<file path="config.mk">
export PLATFORM = sky130hd
export DESIGN_NAME = cpu_peripheral
export DESIGN_NICKNAME = d
export VERILOG_FILES = /design/src/rtl/cpu_peripheral_pkg.sv /design/src/rtl/cpu_peripheral_uart_rx.sv /design/src/rtl/cpu_peripheral.sv
export SDC_FILE = /design/constraint.sdc
export NUM_CORES = 1
export LEC_CHECK = 0
export CELL_PAD_IN_SITES_DETAIL_PLACEMENT = 1
export CELL_PAD_IN_SITES_GLOBAL_PLACEMENT = 2
export CORE_MARGIN = 10
export CORE_UTILIZATION = 25
export CTS_CLUSTER_DIAMETER = 60
export DETAILED_ROUTE_END_ITERATION = 12
export PLACE_DENSITY = 0.76
export SLEW_MARGIN = 10
export SYNTH_ARGS = -nofsm -noshare
export SYNTH_HDL_FRONTEND = slang
export SYNTH_HIERARCHICAL = 1
export SYNTH_SLANG_ARGS = --single-unit
</file>
<file path="constraint.sdc">
create_clock -name clk -period 1.5 [get_ports clk]
set_input_delay 0.15 -clock clk [delete_from_list [all_inputs] [get_ports clk]]
set_output_delay 0.15 -clock clk [all_outputs]
set_load 0.01 [all_outputs]
</file>
<file path="src/rtl/cpu_peripheral_pkg.sv">
// cpu_peripheral_pkg
//   Shared types and constants for the CPU peripheral slice: the UART RX
//   state encoding, the bus register map and the STATUS bit positions.
package cpu_peripheral_pkg;

  typedef enum logic [2:0] {
    IDLE   = 3'd0,
    START  = 3'd1,
    DATA   = 3'd2,
    PARITY = 3'd3,
    STOP   = 3'd4
  } rx_state_t;

  localparam logic [1:0] ADDR_RXDATA = 2'd0;
  localparam logic [1:0] ADDR_STATUS = 2'd1;
  localparam logic [1:0] ADDR_LEDS   = 2'd2;
  localparam logic [1:0] ADDR_IE     = 2'd3;

  localparam int ST_RX_READY   = 0;
  localparam int ST_FRAME_ERR  = 1;
  localparam int ST_OVERRUN    = 2;
  localparam int ST_PARITY_ERR = 3;

endpackage

</file>
<file path="src/rtl/cpu_peripheral_uart_rx.sv">
// uart_rx
//   UART receiver: 2-flop synchronizer on the RX line, RX state machine and
//   LSB-first shift register. Reports each frame with one-cycle pulses.
//   Optional: define UART_PARITY_EN for 8E1 frames (even parity bit after
//   the data bits); otherwise 8N1.
// Ports:
//   clk, rst          clock, synchronous active-high reset
//   rx                asynchronous UART line, idle high
//   data              last good byte, valid with the valid pulse
//   valid             one-cycle pulse: good frame received
//   frame_err         one-cycle pulse: stop bit sampled low
//   parity_err        one-cycle pulse: parity mismatch (0 without UART_PARITY_EN)
//
// state  | meaning
// IDLE   | waiting for a falling edge on the synchronized line
// START  | timing to mid start bit, rejecting glitches
// DATA   | sampling DATA_W bits at mid-bit, LSB first
// PARITY | sampling the even-parity bit (UART_PARITY_EN only)
// STOP   | sampling the stop bit and reporting the frame
module uart_rx
  import cpu_peripheral_pkg::*;
#(
  parameter int CLKS_PER_BIT = 10,
  parameter int DATA_W       = 8
) (
  input  logic              clk,
  input  logic              rst,
  input  logic              rx,
  output logic [DATA_W-1:0] data,
  output logic              valid,
  output logic              frame_err,
  output logic              parity_err
);

  localparam int CNT_W = $clog2(CLKS_PER_BIT);
  localparam int BIT_W = (DATA_W > 1) ? $clog2(DATA_W) : 1;
  localparam logic [CNT_W-1:0] CNT_HALF = CNT_W'(CLKS_PER_BIT / 2);
  localparam logic [CNT_W-1:0] CNT_FULL = CNT_W'(CLKS_PER_BIT - 1);

  rx_state_t         state;
  logic [1:0]        sync_q;
  logic              line;
  logic              line_d;
  logic [CNT_W-1:0]  cnt;
  logic [BIT_W-1:0]  bit_cnt;
  logic [DATA_W-1:0] shift_q;
  logic              par_bad;

  assign line = sync_q[1];

  // Timers are down-counters; each phase acts when cnt reaches zero.
  always_ff @(posedge clk) begin
    if (rst) begin
      sync_q     <= 2'b11;
      line_d     <= 1'b1;
      state      <= IDLE;
      cnt        <= '0;
      bit_cnt    <= '0;
      shift_q    <= '0;
      par_bad    <= 1'b0;
      data       <= '0;
      valid      <= 1'b0;
      frame_err  <= 1'b0;
      parity_err <= 1'b0;
    end else begin
      sync_q     <= {sync_q[0], rx};
      line_d     <= line;
      valid      <= 1'b0;
      frame_err  <= 1'b0;
      parity_err <= 1'b0;
      case (state)
        IDLE: begin
          if (line_d && !line) begin
            state <= START;
            cnt   <= CNT_HALF;
          end
        end
        START: begin
          if (cnt != '0) begin
            cnt <= cnt - CNT_W'(1);
          end else if (!line) begin
            state   <= DATA;
            cnt     <= CNT_FULL;
            bit_cnt <= BIT_W'(DATA_W - 1);
            par_bad <= 1'b0;
          end else begin
            state <= IDLE;
          end
        end
        DATA: begin
          if (cnt != '0) begin
            cnt <= cnt - CNT_W'(1);
          end else begin
            shift_q <= {line, shift_q[DATA_W-1:1]};
            cnt     <= CNT_FULL;
            if (bit_cnt == '0) begin
`ifdef UART_PARITY_EN
              state <= PARITY;
`else
              state <= STOP;
`endif
            end else begin
              bit_cnt <= bit_cnt - BIT_W'(1);
            end
          end
        end
        PARITY: begin
`ifdef UART_PARITY_EN
          if (cnt != '0) begin
            cnt <= cnt - CNT_W'(1);
          end else begin
            // Even parity: data bits plus parity bit must XOR to zero.
            par_bad <= ^{shift_q, line};
            cnt     <= CNT_FULL;
            state   <= STOP;
          end
`else
          state <= IDLE;
`endif
        end
        STOP: begin
          if (cnt != '0) begin
            cnt <= cnt - CNT_W'(1);
          end else begin
            state <= IDLE;
            if (!line) begin
              frame_err <= 1'b1;
            end else if (par_bad) begin
              parity_err <= 1'b1;
            end else begin
              data  <= shift_q;
              valid <= 1'b1;
            end
          end
        end
        default: state <= IDLE;
      endcase
    end
  end

endmodule

</file>
<file path="src/rtl/cpu_peripheral.sv">
// cpu_peripheral
//   Peripheral subsystem beside the MIPS core: UART receiver, LED register,
//   interrupt line and a 4-entry memory-mapped register port.
//   Optional: UART_PARITY_EN selects 8E1 reception and enables STATUS bit 3.
// Ports:
//   clk, rst     clock, synchronous active-high reset
//   uart_in      UART RX line, idle high
//   bus_addr     register select (RXDATA, STATUS, LEDS, IE)
//   bus_re       read strobe; an RXDATA read clears rx_ready
//   bus_we       write strobe
//   bus_wdata    write data
//   bus_rdata    read data, combinational from bus_addr, zero-extended
//   leds         LED register
//   int0         level interrupt, rx_ready & ie, registered
module cpu_peripheral
  import cpu_peripheral_pkg::*;
#(
  parameter int CLKS_PER_BIT = 10,
  parameter int DATA_W       = 8
) (
  input  logic              clk,
  input  logic              rst,
  input  logic              uart_in,
  input  logic [1:0]        bus_addr,
  input  logic              bus_re,
  input  logic              bus_we,
  input  logic [31:0]       bus_wdata,
  output logic [31:0]       bus_rdata,
  output logic [DATA_W-1:0] leds,
  output logic              int0
);

  logic [DATA_W-1:0] rx_byte;
  logic              rx_valid;
  logic              rx_frame_err;
  logic              rx_parity_err;

  logic [DATA_W-1:0] rx_data;
  logic              rx_ready;
  logic              frame_err;
  logic              overrun;
  logic              parity_err;
  logic              ie;

  logic rd_rxdata;
  logic wr_status;
  logic wr_leds;
  logic wr_ie;
  logic unused_wdata;

  assign rd_rxdata    = bus_re && (bus_addr == ADDR_RXDATA);
  assign wr_status    = bus_we && (bus_addr == ADDR_STATUS);
  assign wr_leds      = bus_we && (bus_addr == ADDR_LEDS);
  assign wr_ie        = bus_we && (bus_addr == ADDR_IE);
  assign unused_wdata = ^bus_wdata[31:DATA_W];

  uart_rx #(
    .CLKS_PER_BIT(CLKS_PER_BIT),
    .DATA_W      (DATA_W)
  ) u_uart_rx (
    .clk       (clk),
    .rst       (rst),
    .rx        (uart_in),
    .data      (rx_byte),
    .valid     (rx_valid),
    .frame_err (rx_frame_err),
    .parity_err(rx_parity_err)
  );

  // Hardware set events take priority over bus clears and LED writes.
  always_ff @(posedge clk) begin
    if (rst) begin
      rx_data    <= '0;
      rx_ready   <= 1'b0;
      frame_err  <= 1'b0;
      overrun    <= 1'b0;
      parity_err <= 1'b0;
      ie         <= 1'b1;
      leds       <= '0;
      int0       <= 1'b0;
    end else begin
      if (rx_valid) begin
        rx_data  <= rx_byte;
        leds     <= rx_byte;
        rx_ready <= 1'b1;
      end else begin
        if (rd_rxdata) rx_ready <= 1'b0;
        if (wr_leds)   leds     <= bus_wdata[DATA_W-1:0];
      end

      if (rx_valid && rx_ready)
        overrun <= 1'b1;
      else if (wr_status && bus_wdata[ST_OVERRUN])
        overrun <= 1'b0;

      if (rx_frame_err)
        frame_err <= 1'b1;
      else if (wr_status && bus_wdata[ST_FRAME_ERR])
        frame_err <= 1'b0;

      if (rx_parity_err)
        parity_err <= 1'b1;
      else if (wr_status && bus_wdata[ST_PARITY_ERR])
        parity_err <= 1'b0;

      if (wr_ie) ie <= bus_wdata[0];

      int0 <= rx_ready & ie;
    end
  end

  always_comb begin
    bus_rdata = 32'h0;
    case (bus_addr)
      ADDR_RXDATA: bus_rdata = {{(32-DATA_W){1'b0}}, rx_data};
      ADDR_STATUS: bus_rdata = {28'h0, parity_err, overrun, frame_err, rx_ready};
      ADDR_LEDS:   bus_rdata = {{(32-DATA_W){1'b0}}, leds};
      ADDR_IE:     bus_rdata = {31'h0, ie};
      default:     bus_rdata = 32'h0;
    endcase
  end

endmodule

</file>
==> impl_summary.txt <==
----------------------------------------------------
[Status]
  Status ... finished, violations left
  Violated checks ... negative setup slack

[Layout]
  Net count, final ... slightly above 400
  Synth-to-layout area growth ... 38.1%
  Number of antenna repair diodes ... 0
  Filler cells ... between 1000 and 1500
  Layout cells sized above 1 ... between 30% and 40%

[Die]
  Die extent in y ... 124 um
  Starting density of the core ... ~26%
  Width of the die ... ~120 um
  Die ar. ... ~15000 um^2
  Core region area ... roughly 10000 um^2
  Floorplan row count ... 37
  Num ports ... 80

[Clock network]
  Maximum buffer depth of the clock tree ... 2
  Worst-Skew Late Latency ... approximately 0.30 ns
  Root cell of the clock tree ... sky130_fd_sc_hd__clkbuf_8
  Level count of the clock H-tree ... 2
  TritonCTS clock tree ... built
  Total number of clock tree sinks ... 53
  Clock transition at the registers of the reported paths ... 0.10 ns
  Clock buffer count from CTS ... 5
  Number of hold buffers added after CTS ... 0

[Detailed routing]
  WL per Instance ... 15.2 um
  Post-DRT Antenna Nets ... 0
  First-iteration detailed-routing DRC count ... just under 80
  DRC violations left ... 0
  Post-detailed-routing wire length ... 7580 um
  Via Count ... 2272
  Router iterations before antenna repair ... 4
  Detailed-route vias per instance ... between 4 and 5

[STA]
  Unrepaired setup endpoints after global routing ... yes
  Final worst-path cycle share ... 106%
  Setup ws final ... -0.0908 ns
  Period minus WS final ... 1.59 ns
  Final Max Tran Viols ... 0
  Total negative slack ... -0.294 ns
  Worst clock skew ... 0.00482 ns
  Highest attainable clock frequency ... 629 MHz
  Number of endpoints failing setup at the final stage ... 10
  Final Hold Vio Count ... 0

[Power]
  Portion of total power attributed to the clock network ... 24.8%
  Switching Share ... 31.2%
  Reg power frac ... 39.9%
  Cell-internal power ... 2.72 mW
  Combinational cell fraction of total power ... 35.3%
  Leakage ... 1.62 nW
  Switching power ... 1.23 mW
  PwrDens ... 1060 nW/um^2
  Worst IR drop on VDD ... just under 0.4 mV

[Global routing]
  Vias in the first global route ... 2364
  Number of antenna violations at the first check in global routing ... 0
  Total grt overflow ... 0
  Largest net degree at the start of global routing ... 35
  Global-route wire length before repair ... 12100 um
  GRT Resource Usage Total ... 9.50%

[Synth]
  Number of synthesis warnings ... 6
  Synthesis-stage register bit count ... 53
  Portion of netlist area occupied by mux cells ... 16.4%
  Post-synth top area cell ... sky130_fd_sc_hd__dfxtp_1
  Fraction of the mapped netlist area in compound gates ... 13.4%
  Async set-or-reset flop fraction in the synthesized netlist ... 0%
  Number of distinct library cell variants in the gate-level netlist after synthesis ... ~50
  Dominant combinational cell family by area after synthesis ... multiplexers
  Share of the yosys chip area belonging to registers ... 39.2%
  Synthesized area per cell ... 9.24 um^2
  Instance count of the mapped netlist ... 293
  Number of enable-type register cells in the synthesized netlist ... 0
  Flip-flop cell with the highest count after synthesis ... sky130_fd_sc_hd__dfxtp_1
  Most instantiated library cell after synthesis ... sky130_fd_sc_hd__dfxtp_1
  Synth top cells by count ... sky130_fd_sc_hd__dfxtp_1 (53), sky130_fd_sc_hd__mux2i_1 (42), sky130_fd_sc_hd__nor2_1 (40)
  Top area cells in the synthesized netlist ... sky130_fd_sc_hd__dfxtp_1 (39%), sky130_fd_sc_hd__mux2i_1 (16%), sky130_fd_sc_hd__buf_4 (7.8%), sky130_fd_sc_hd__nor2_1 (5.5%), sky130_fd_sc_hd__o311a_1 (3.0%)
  Post-Synthesis Cell Area ... 2710 um^2
  Proportion of netlist area held by the largest area contributor ... between 30% and 40%
  Simple-gate share of the synthesized area ... 16.2%
  Post-Synth XOR/XNOR Area ... 0%
  Synthesized-area fraction occupied by adder cells ... 2.22%

[Worst setup path]
  Reg2Reg Capture Point ... u_uart_rx/state[1]
  Crit path max-delay family ... simple AND/OR/NAND/NOR gates
  Endpoint class of the critical path ... flip-flop
  CP Buf/Inv Count ... 1
  Required time at the worst-slack endpoint ... roughly 1.7 ns
  Reg2reg path depth ... 5
  Worst path slowest cell ... sky130_fd_sc_hd__or4_4
  Setup slack of the most critical reg-to-reg path ... -0.09 ns
  Critical path data arrival time ... 1.81 ns
  Worst reg2reg path startpoint ... u_uart_rx/cnt[1]
  Delay contributed by the slowest stage of the critical path ... 0.45 ns
  Critical path startpoint category ... flip-flop
  Worst-path cell chain ... inv_2, ha_4, or3b_4, or4_4, o31ai_2
  Crit. Startpoint ... u_uart_rx/cnt[1]
  WS Path Type ... reg2reg
  Critical path fanouts, max ... 4
  End point of the critical path ... u_uart_rx/state[1]
  Levels on crit path ... 5

[Min path]
  Worst min path class ... in2reg

[Placed design]
  Placer Congestion ... 0.776
  Count of input and output buffers ... 31
  Worst slack, placed ... -0.452 ns
  Final HPWL DP ... approximately 5500 um

[Flow run]
  Max-Cap Viols ... 0

----------------------------------------------------
final cells by class:
type | count | area, um^2 | share of cell area, %
multi-input combinational | 210 | 1610 | 43.0
inverter | 10 | 37.5 | 1.00
tap | 136 | 170 | 4.55
sequential | 53 | 1080 | 28.8
clock inverter | 2 | 38.8 | 1.04
clock buffer | 6 | 72.6 | 1.94
timing repair buffer | 81 | 737 | 19.7
registers in the layout (all words and copies together), names as in the netlist, 2 cells and up:
name and flops:
u_uart_rx/bit_cnt 3, leds 8, u_uart_rx/shift_q 8, u_uart_rx/state 3, u_uart_rx/data 8, rx_data 8, u_uart_rx/cnt 4, u_uart_rx/sync_q 2
cell usage in the layout (no fill, tap or decap), types with 3 or more instances in the layout:
cell                              count
sky130_fd_sc_hd__mux2i_2              3
sky130_fd_sc_hd__o21ai_1              4
sky130_fd_sc_hd__o21ai_0              9
sky130_fd_sc_hd__dlygate4sd2_1        5
sky130_fd_sc_hd__nand3_1              3
sky130_fd_sc_hd__ha_1                 3
sky130_fd_sc_hd__buf_6                8
sky130_fd_sc_hd__a21oi_1             11
sky130_fd_sc_hd__conb_1              25
sky130_fd_sc_hd__buf_12               3
sky130_fd_sc_hd__inv_1                7
sky130_fd_sc_hd__buf_4               38
sky130_fd_sc_hd__clkdlybuf4s50_1     21
sky130_fd_sc_hd__nor3b_4              3
sky130_fd_sc_hd__or2_2                3
sky130_fd_sc_hd__dfxtp_2              6
sky130_fd_sc_hd__nand2_1              5
sky130_fd_sc_hd__nand4b_1             3
sky130_fd_sc_hd__o311a_1              8
sky130_fd_sc_hd__mux2i_1             39
sky130_fd_sc_hd__buf_2                3
sky130_fd_sc_hd__nor2_1              38
sky130_fd_sc_hd__clkbuf_8             5
sky130_fd_sc_hd__dfxtp_1             45
cells by family after synthesis:
kind of cell | count (synthesis)
buf+inv | 54
other cells | 2
flops | 53
compound gates | 52
simple gates | 84
mux | 43
fa+ha+maj | 5
worst min-delay path: cells and delay by family:
family / cells / cell delay (ns)
buffers and inverters: 2 / 0.27
AND/OR/NAND/NOR: 2 / 0.15
multiplexers: 1 / 0.08
power groups by stage:
| stage | sequential, mW | clock (mW) | combinational (mW) |
|---|---|---|---|
| 2_1_floorplan | 1.57 | 0 | 0.631 |
| 3_5_place_dp | 1.59 | 0 | 1.00 |
| 4_1_cts | 1.57 | 1.02 | 1.25 |
| 5_1_grt | 1.59 | 1.07 | 1.50 |
| 6_report | 1.58 | 0.981 | 1.40 |
| 3_3_place_gp | 1.59 | 0 | 0.968 |
metal layers:
layer	share of wire, %	global-route usage [%]	up-vias
met5	0	0	-
met2	48	16.3	44
met1	46	12.0	1102
li1	-	-	1122
met4	0.48	1.73	0
met3	5.1	2.04	4
per-stage QoR:
stage	total power, mW	utilization (%)	area (um^2)	instances	hold WS (ns)
after global placement	2.55	31.9	3320	479	0.392
after detailed placement	2.59	31.9	3320	479	0.395
after global routing	4.16	35.9	3740	498	0.393
after floorplan	2.20	-	2830	316	0.222
after CTS	3.85	34.7	3620	496	0.395
final	3.96	35.9	3740	498	0.368
repair_timing:
action | in CTS | in global routing
setup buffers | 8 | 2
setup endpoints to repair | 32 | 30
pin swaps | 4 | 15
gates cloned | 1 | 0
gates resized for setup | 45 | 29
worst min path at each step:
| stage | start | end | slack (ns) | depth (start not counted) |
|---|---|---|---|---|
| after floorplan | rst | frame_err | 0.22 | 1 |
| after global placement | u_uart_rx/sync_q[0] | u_uart_rx/sync_q[1] | 0.39 | 1 |
| after detailed placement | u_uart_rx/sync_q[0] | u_uart_rx/sync_q[1] | 0.39 | 1 |
| after CTS | uart_in | u_uart_rx/sync_q[0] | 0.40 | 2 |
| after global routing | uart_in | u_uart_rx/sync_q[0] | 0.39 | 2 |
| final | bus_addr[0] | ie | 0.37 | 5 |
Note: power is estimated with default switching activity, not from simulation.
